[src/rtl/approx_mul_err_sweep_if.sv]
// Operand/product bus plus start and result status for the approximate
// multiplier error sweep.
//
// Protocol: start is a one-cycle request that is honoured only while the
// sweep block is idle or finished. busy is high for the whole sweep including
// the pipeline flush. done rises once and stays high until the next accepted
// start or reset, and the statistics are stable while it is high.
// prod_in must be a combinational function of a_out/b_out in the same cycle.
interface approx_mul_err_sweep_if #(
  parameter int AW = 8
);
  localparam int PW = 2 * AW;

  logic              start;
  logic [AW-1:0]     a_out;
  logic [AW-1:0]     b_out;
  logic [PW-1:0]     prod_in;
  logic              busy;
  logic              done;
  logic [2*PW-1:0]   sum_abs_err;
  logic [PW-1:0]     max_err;
  logic [AW-1:0]     worst_a;
  logic [AW-1:0]     worst_b;
  logic [PW:0]       err_cnt;

  // Sweep block side: drives operands and statistics.
  modport master (
    input  start,
    input  prod_in,
    output a_out,
    output b_out,
    output busy,
    output done,
    output sum_abs_err,
    output max_err,
    output worst_a,
    output worst_b,
    output err_cnt
  );

  // Environment side: multiplier under test plus whoever issues start.
  modport slave (
    output start,
    output prod_in,
    input  a_out,
    input  b_out,
    input  busy,
    input  done,
    input  sum_abs_err,
    input  max_err,
    input  worst_a,
    input  worst_b,
    input  err_cnt
  );
endinterface

[src/rtl/approx_mul_err_sweep.sv]
// Exhaustive error characterisation of an AWxAW approximate multiplier.
// Walks every operand pair (a major, b minor), compares the returned
// approximate product with the exact one through a two-stage pipeline and
// accumulates sum of absolute error, max error with its first operands, and
// the count of erroneous pairs.
module approx_mul_err_sweep #(
  parameter int AW = 8
) (
  input  logic                  clk,
  input  logic                  rst_n,
  approx_mul_err_sweep_if.master bus,
  output logic [1:0]            state_dbg
);

  localparam int PW = 2 * AW;
  localparam logic [2*AW-1:0] IDX_LAST = {(2*AW){1'b1}};
  localparam logic [2*AW-1:0] IDX_ONE  = {{(2*AW-1){1'b0}}, 1'b1};

  typedef enum logic [1:0] {
    S_IDLE  = 2'd0,
    S_RUN   = 2'd1,
    S_DRAIN = 2'd2,
    S_DONE  = 2'd3
  } state_t;

  state_t          state;
  logic            drain_cnt;
  logic [2*AW-1:0] idx;
  logic            sweep_go;

  // Stage 1: captured operands, exact product and the multiplier's answer.
  logic            v1;
  logic [AW-1:0]   a1;
  logic [AW-1:0]   b1;
  logic [PW-1:0]   exact1;
  logic [PW-1:0]   apx1;

  // Stage 2: absolute error with its operands.
  logic            v2;
  logic [AW-1:0]   a2;
  logic [AW-1:0]   b2;
  logic [PW-1:0]   e2;

  // The operand registers are the sweep index; no separate counter needed.
  assign idx       = {bus.a_out, bus.b_out};
  assign sweep_go  = bus.start && ((state == S_IDLE) || (state == S_DONE));
  assign state_dbg = state;

  // Sweep controller: state, operand index, busy/done flags.
  always_ff @(posedge clk or negedge rst_n) begin
    if (!rst_n) begin
      state     <= S_IDLE;
      drain_cnt <= 1'b0;
      bus.a_out <= '0;
      bus.b_out <= '0;
      bus.busy  <= 1'b0;
      bus.done  <= 1'b0;
    end else begin
      case (state)
        S_IDLE, S_DONE: begin
          if (sweep_go) begin
            state     <= S_RUN;
            drain_cnt <= 1'b0;
            bus.a_out <= '0;
            bus.b_out <= '0;
            bus.busy  <= 1'b1;
            bus.done  <= 1'b0;
          end
        end
        S_RUN: begin
          if (idx == IDX_LAST) begin
            // Operands return to zero once the last pair has been shown.
            state     <= S_DRAIN;
            drain_cnt <= 1'b0;
            bus.a_out <= '0;
            bus.b_out <= '0;
          end else begin
            {bus.a_out, bus.b_out} <= idx + IDX_ONE;
          end
        end
        S_DRAIN: begin
          // Two flush cycles: last pair leaves stage 1, then stage 2.
          if (drain_cnt) begin
            state    <= S_DONE;
            bus.busy <= 1'b0;
            bus.done <= 1'b1;
          end else begin
            drain_cnt <= 1'b1;
          end
        end
        default: begin
          state <= S_IDLE;
        end
      endcase
    end
  end

  // Two-stage compare pipeline: capture pair and products, then |exact - apx|.
  always_ff @(posedge clk or negedge rst_n) begin
    if (!rst_n) begin
      v1     <= 1'b0;
      a1     <= '0;
      b1     <= '0;
      exact1 <= '0;
      apx1   <= '0;
      v2     <= 1'b0;
      a2     <= '0;
      b2     <= '0;
      e2     <= '0;
    end else if (sweep_go) begin
      v1 <= 1'b0;
      v2 <= 1'b0;
    end else begin
      v1 <= (state == S_RUN);
      if (state == S_RUN) begin
        a1     <= bus.a_out;
        b1     <= bus.b_out;
        exact1 <= {{AW{1'b0}}, bus.a_out} * {{AW{1'b0}}, bus.b_out};
        apx1   <= bus.prod_in;
      end
      v2 <= v1;
      a2 <= a1;
      b2 <= b1;
      e2 <= (exact1 >= apx1) ? (exact1 - apx1) : (apx1 - exact1);
    end
  end

  // Statistics: cleared on an accepted start, updated for each valid pair.
  always_ff @(posedge clk or negedge rst_n) begin
    if (!rst_n) begin
      bus.sum_abs_err <= '0;
      bus.max_err     <= '0;
      bus.worst_a     <= '0;
      bus.worst_b     <= '0;
      bus.err_cnt     <= '0;
    end else if (sweep_go) begin
      bus.sum_abs_err <= '0;
      bus.max_err     <= '0;
      bus.worst_a     <= '0;
      bus.worst_b     <= '0;
      bus.err_cnt     <= '0;
    end else if (v2) begin
      // Sum width covers the full sweep at max error, so no saturation.
      bus.sum_abs_err <= bus.sum_abs_err + {{PW{1'b0}}, e2};
      if (e2 != '0) begin
        bus.err_cnt <= bus.err_cnt + {{PW{1'b0}}, 1'b1};
      end
      // Strictly greater, so ties keep the earliest (lowest index) pair.
      if (e2 > bus.max_err) begin
        bus.max_err <= e2;
        bus.worst_a <= a2;
        bus.worst_b <= b2;
      end
    end
  end

endmodule

[src/flat_wrapper.sv]
// flat-port wrapper written by rule: the top's interface ports become plain ports
module approx_mul_err_sweep_flat 
#(
  parameter int AW = 8
)
  (clk, rst_n, state_dbg, bus_start, bus_prod_in, bus_a_out, bus_b_out, bus_busy, bus_done, bus_sum_abs_err, bus_max_err, bus_worst_a, bus_worst_b, bus_err_cnt);
  approx_mul_err_sweep_if #(.AW(AW)) bus_i ();
  input  logic clk;
  input  logic rst_n;
  output logic [1:0] state_dbg;
  input wire logic [$bits(bus_i.start)-1:0] bus_start;
  input wire logic [$bits(bus_i.prod_in)-1:0] bus_prod_in;
  output wire logic [$bits(bus_i.a_out)-1:0] bus_a_out;
  output wire logic [$bits(bus_i.b_out)-1:0] bus_b_out;
  output wire logic [$bits(bus_i.busy)-1:0] bus_busy;
  output wire logic [$bits(bus_i.done)-1:0] bus_done;
  output wire logic [$bits(bus_i.sum_abs_err)-1:0] bus_sum_abs_err;
  output wire logic [$bits(bus_i.max_err)-1:0] bus_max_err;
  output wire logic [$bits(bus_i.worst_a)-1:0] bus_worst_a;
  output wire logic [$bits(bus_i.worst_b)-1:0] bus_worst_b;
  output wire logic [$bits(bus_i.err_cnt)-1:0] bus_err_cnt;
  assign bus_i.start = bus_start;
  assign bus_i.prod_in = bus_prod_in;
  assign bus_a_out = bus_i.a_out;
  assign bus_b_out = bus_i.b_out;
  assign bus_busy = bus_i.busy;
  assign bus_done = bus_i.done;
  assign bus_sum_abs_err = bus_i.sum_abs_err;
  assign bus_max_err = bus_i.max_err;
  assign bus_worst_a = bus_i.worst_a;
  assign bus_worst_b = bus_i.worst_b;
  assign bus_err_cnt = bus_i.err_cnt;
  approx_mul_err_sweep #(.AW(AW)) u_core (.clk(clk), .rst_n(rst_n), .bus(bus_i), .state_dbg(state_dbg));
endmodule
[config.mk]
export PLATFORM = sky130hd
export DESIGN_NAME = approx_mul_err_sweep_flat
export DESIGN_NICKNAME = d
export VERILOG_FILES = /design/src/rtl/approx_mul_err_sweep_if.sv /design/src/rtl/approx_mul_err_sweep.sv /design/src/flat_wrapper.sv
export SDC_FILE = /design/constraint.sdc
export NUM_CORES = 1
export LEC_CHECK = 0
export ABC_AREA = 1
export CAP_MARGIN = 20
export CORE_MARGIN = 3
export CORE_UTILIZATION = 50
export DETAILED_ROUTE_END_ITERATION = 8
export DONT_BUFFER_PORTS = 1
export PLACE_DENSITY_LB_ADDON = 0.12
export SLEW_MARGIN = 20
export SYNTH_ARGS = -nofsm -noshare
export SYNTH_HDL_FRONTEND = slang
export SYNTH_SLANG_ARGS = --single-unit
[constraint.sdc]
create_clock -name clk -period 5.8 [get_ports clk]
set_clock_uncertainty 0.05 [all_clocks]
set_input_delay 0.87 -clock clk [delete_from_list [all_inputs] [get_ports clk]]
set_output_delay 0.87 -clock clk [all_outputs]
set_load 0.005 [all_outputs]
==> flow_summary.rst <==
.. list-table::
   :header-rows: 1

   * - Metric
     - Value
   * - Synth area leader
     - sky130_fd_sc_hd__dfrtp_1
   * - Adder and majority cell fraction of the synthesized area
     - 0.151
   * - Die area
     - approximately 0.030 mm²
   * - DIE HEIGHT
     - ~170 µm
   * - Syn_nets
     - 2,083
   * - Simple-Gate Fraction of Synth Area
     - 0.299
   * - Main combinational cell family by area after synthesis
     - simple AND/OR/NAND/NOR gates
   * - Busiest grt layer
     - met2
   * - Number of vias after detailed routing
     - 11,900
   * - Power density cells
     - just over 400 mW/mm²
   * - Data arrival time of the critical path
     - between 4 and 5 ns
   * - Gate count of the mapped netlist
     - about 1,900
   * - Final global-route overflow total
     - 0
   * - Final weighted congestion in routability-driven placement
     - just over 0.9
   * - CP endpoint kind
     - register
   * - Number of global-route vias before repair
     - approximately 12,000
   * - Remaining DRCs
     - 0
   * - Number of flip-flops and latches in the synthesized netlist
     - 184
   * - Hpwl dp
     - 25,500 µm
   * - Mapped Area
     - between 0.01 and 0.015 mm²
   * - Antenna violations before repair
     - 0
   * - Worst skew pair latency
     - about 0.45 ns
   * - Top achievable clock speed
     - about 220 MHz
   * - Average cell area after synthesis
     - slightly above 7 µm²
   * - Worst-Margin Slew
     - approximately 0.77 ns
   * - Ant. Diodes
     - 0
   * - Initial detailed-routing violation count
     - 856
   * - Layout Area Growth over Synthesis
     - 5.90%
   * - Met2 demand-to-capacity share in global routing
     - 0.392
   * - Share of the clock period used by the worst path after layout
     - 0.771
   * - Max Root-Sink Buffers
     - 2
   * - Worst min-delay path class
     - in2async
   * - Max Cap Viol
     - 0
   * - Count leader, synth
     - sky130_fd_sc_hd__nand2_1
   * - Ranking of synthesized cells by instance count
     - sky130_fd_sc_hd__nand2_1, sky130_fd_sc_hd__inv_1, sky130_fd_sc_hd__dfrtp_1
   * - Detailed-route wire length
     - around 34,000 µm
   * - Maximum vdd ir drop
     - around 250 µV
   * - Critical setup path kind
     - reg2reg
   * - RSZ-0062 raised after global routing
     - false
   * - Number of H-tree branching levels
     - 4
   * - Iteration count of the initial detailed-routing pass
     - 5
   * - Port Buf Inserts
     - 0
   * - Outcome
     - completed
   * - Die Wd
     - roughly 170 µm
   * - Ys flop type
     - sky130_fd_sc_hd__dfrtp_1
   * - Setup TNS
     - 0 ns
   * - Category of the worst setup path launch point
     - register
   * - Maximum number of pins on one net before global-route repair
     - ~190
   * - Leakage power total
     - roughly 7.9 nW
   * - Clock root buffer
     - sky130_fd_sc_hd__clkbuf_16
   * - Final setup violation count
     - 0
   * - Number of synthesized flops with an enable pin
     - 0
   * - Largest stage delay, worst path
     - 0.61 ns
   * - Required time of the worst setup path
     - between 6 and 7 ns
   * - I/O pin cnt
     - 120
   * - Post-synth ARST share
     - 1.00
   * - Row count
     - 60
   * - Number of buffer and inverter stages on the critical path
     - 3
   * - Clock-pin slew on the worst setup and hold paths
     - around 0.09 ns
   * - Ordered cell list for the critical path
     - nand2_1 > fa_1 > fa_1 > inv_1 > fa_1 > inv_1 > fa_1 > inv_1 > ha_1 > nand2_1 > o21ai_0 > a21oi_1 > o21ai_0 > nand2_1 > nand3_1 > nand2_1
   * - Count of hold buffers inserted by post-cts repair
     - 0
   * - Ys Warns
     - 0
   * - Met1 GRT Util
     - 0.322
   * - Largest delay contributor family on the critical path
     - adder cells
   * - Largest fanout on the critical path
     - 11
   * - Slowest stage cell, crit path
     - sky130_fd_sc_hd__dfrtp_1
   * - Shortest clock period the worst path allows after layout
     - between 4 and 5 ns
   * - Buffers inserted during post-CTS setup optimization
     - 0
   * - First-pass GRT wire length
     - roughly 57,000 µm
   * - Proportion of layout cells with a drive suffix above 1
     - 0.0465
   * - Top area cells in the synthesized netlist
     - sky130_fd_sc_hd__dfrtp_1, sky130_fd_sc_hd__nand2_1, sky130_fd_sc_hd__ha_1
   * - Fraction of synthesized area in multiplexers
     - 0
   * - Post-Synth XOR/XNOR Area
     - 0.0229
   * - TritonCTS clock tree
     - done
   * - Fin. max-slew vios
     - 0
   * - Number of vias per cell
     - 5.31
   * - Worst slack, placed
     - about 1.3 ns
   * - Area share of the leading cell type in the synthesized netlist
     - 0.335
   * - Sink count of the clock tree
     - about 180
   * - Number of endpoints with negative hold slack in the final report
     - 0
   * - Tot GR Track Use
     - 0.238
   * - Core region area
     - ~0.027 mm²
   * - Area fraction in compound gates after synthesis
     - 0.0873
   * - Final routed wire length divided by cell count
     - approximately 15 µm
   * - Worst Setup Slack, final
     - about 1.3 ns
   * - Share of synthesized area occupied by flip-flops and latches
     - 0.335
   * - Final #Nets
     - ~2,000
   * - Yosys cell types
     - 46
   * - Number of clock buffers inserted by TritonCTS
     - 17
   * - Initial Utilization
     - 0.509
   * - Max-slew headroom at the worst pin
     - 0.485
   * - Global routing met3 resource utilization
     - 0.0457
   * - Post-cts gate resize count
     - 0
   * - Post-detailed-route count of antenna-violating nets
     - 0
power by group:
part | internal, mW | switching [mW] | total [mW]
Sequential | 1.54 | 0.345 | 1.88
Combinational | 0.897 | 2.03 | 2.92
Clock | 0.592 | 0.624 | 1.22
worst paths after layout:
path                                           from                      to  slack, ns  depth (start not counted)
worst max-delay path            u_core.bus.a_out[0]       u_core.exact1[10]       1.33                         16
min in group clk                          u_core.v1               u_core.v2       0.42                          2
max in group asynchronous                     rst_n         u_core.apx1[14]       5.35                          0
worst min register to register            u_core.v1               u_core.v2       0.42                          2
worst min-delay path                          rst_n  u_core.bus.max_err[10]       0.05                          0
worst max register to register  u_core.bus.a_out[0]       u_core.exact1[10]       1.33                         16
metrics by stage:
| stage | cell area [µm²] | hold WS, ns | std cells | util | total power, mW |
|---|---|---|---|---|---|
| after detailed placement | 13900 | 0.409 | 2201 | 0.516 | 4.82 |
| final | 14600 | 0.0538 | 2233 | 0.539 | 6.02 |
| after global routing | 14600 | 0.0346 | 2233 | 0.539 | 6.60 |
| after global placement | 13900 | 0.406 | 2201 | 0.516 | 4.77 |
| after CTS | 14600 | 0.0441 | 2233 | 0.539 | 6.05 |
| after floorplan | 13800 | 0.392 | 1921 | - | 4.09 |
cells in the final DEF (no fill, tap or decap), drive strengths merged, types with 2 or more instances in the layout:
| master | count |
|---|---|
| a211o | 2 |
| nand3b | 3 |
| a31oi | 2 |
| xnor2 | 8 |
| nor2 | 104 |
| clkinv | 8 |
| inv | 307 |
| ha | 104 |
| nand2 | 624 |
| fa | 39 |
| nand4 | 54 |
| o21a | 4 |
| or2 | 8 |
| o22ai | 3 |
| and3 | 3 |
| a21oi | 87 |
| dfrtp | 184 |
| o21bai | 3 |
| nand3 | 134 |
| nor4 | 5 |
| buf | 7 |
| nor3 | 28 |
| a22o | 2 |
| xor2 | 28 |
| clkbuf | 17 |
| o21ai | 118 |
cells by family (layout without fill, tap and decap cells):
group | Yosys count | after routing
and+or+nand+nor | 965 | 965
buffers and inverters | 369 | 340
AOI/OAI and AO/OA | 224 | 224
DFF | 184 | 184
adders and majority gates | 143 | 143
xor gates and xnor gates | 36 | 36
layer usage:
metal	vias to the layer above	wire (µm)
met4	0	682
met5	-	0
met3	52	1940
met1	5497	15700
li1	6008	-
met2	302	15800
registers in the layout, summed over array words and instances, names as in the netlist, 2 cells and up:
| signal | cells |
|---|---|
| u_core.b2 | 8 |
| u_core.bus.sum_abs_err | 32 |
| u_core.e2 | 16 |
| u_core.a2 | 8 |
| u_core.b1 | 8 |
| u_core.bus.err_cnt | 17 |
| u_core.a1 | 8 |
| u_core.apx1 | 16 |
| u_core.bus.max_err | 16 |
| u_core.exact1 | 16 |
| u_core.bus.worst_a | 8 |
| u_core.bus.worst_b | 8 |
| u_core.bus.b_out | 8 |
| u_core.state_dbg | 2 |
| u_core.bus.a_out | 8 |
cell type report:
class	instances	area, µm²
fillers	2683	12500
multi-input cells	1368	7730
flip-flops and latches	184	4600
inverters	301	1130
well taps	341	427
clock buffers	17	425
clock inverters	15	194
repair buffers	7	52.6
Power figures use the tool's default switching activity.
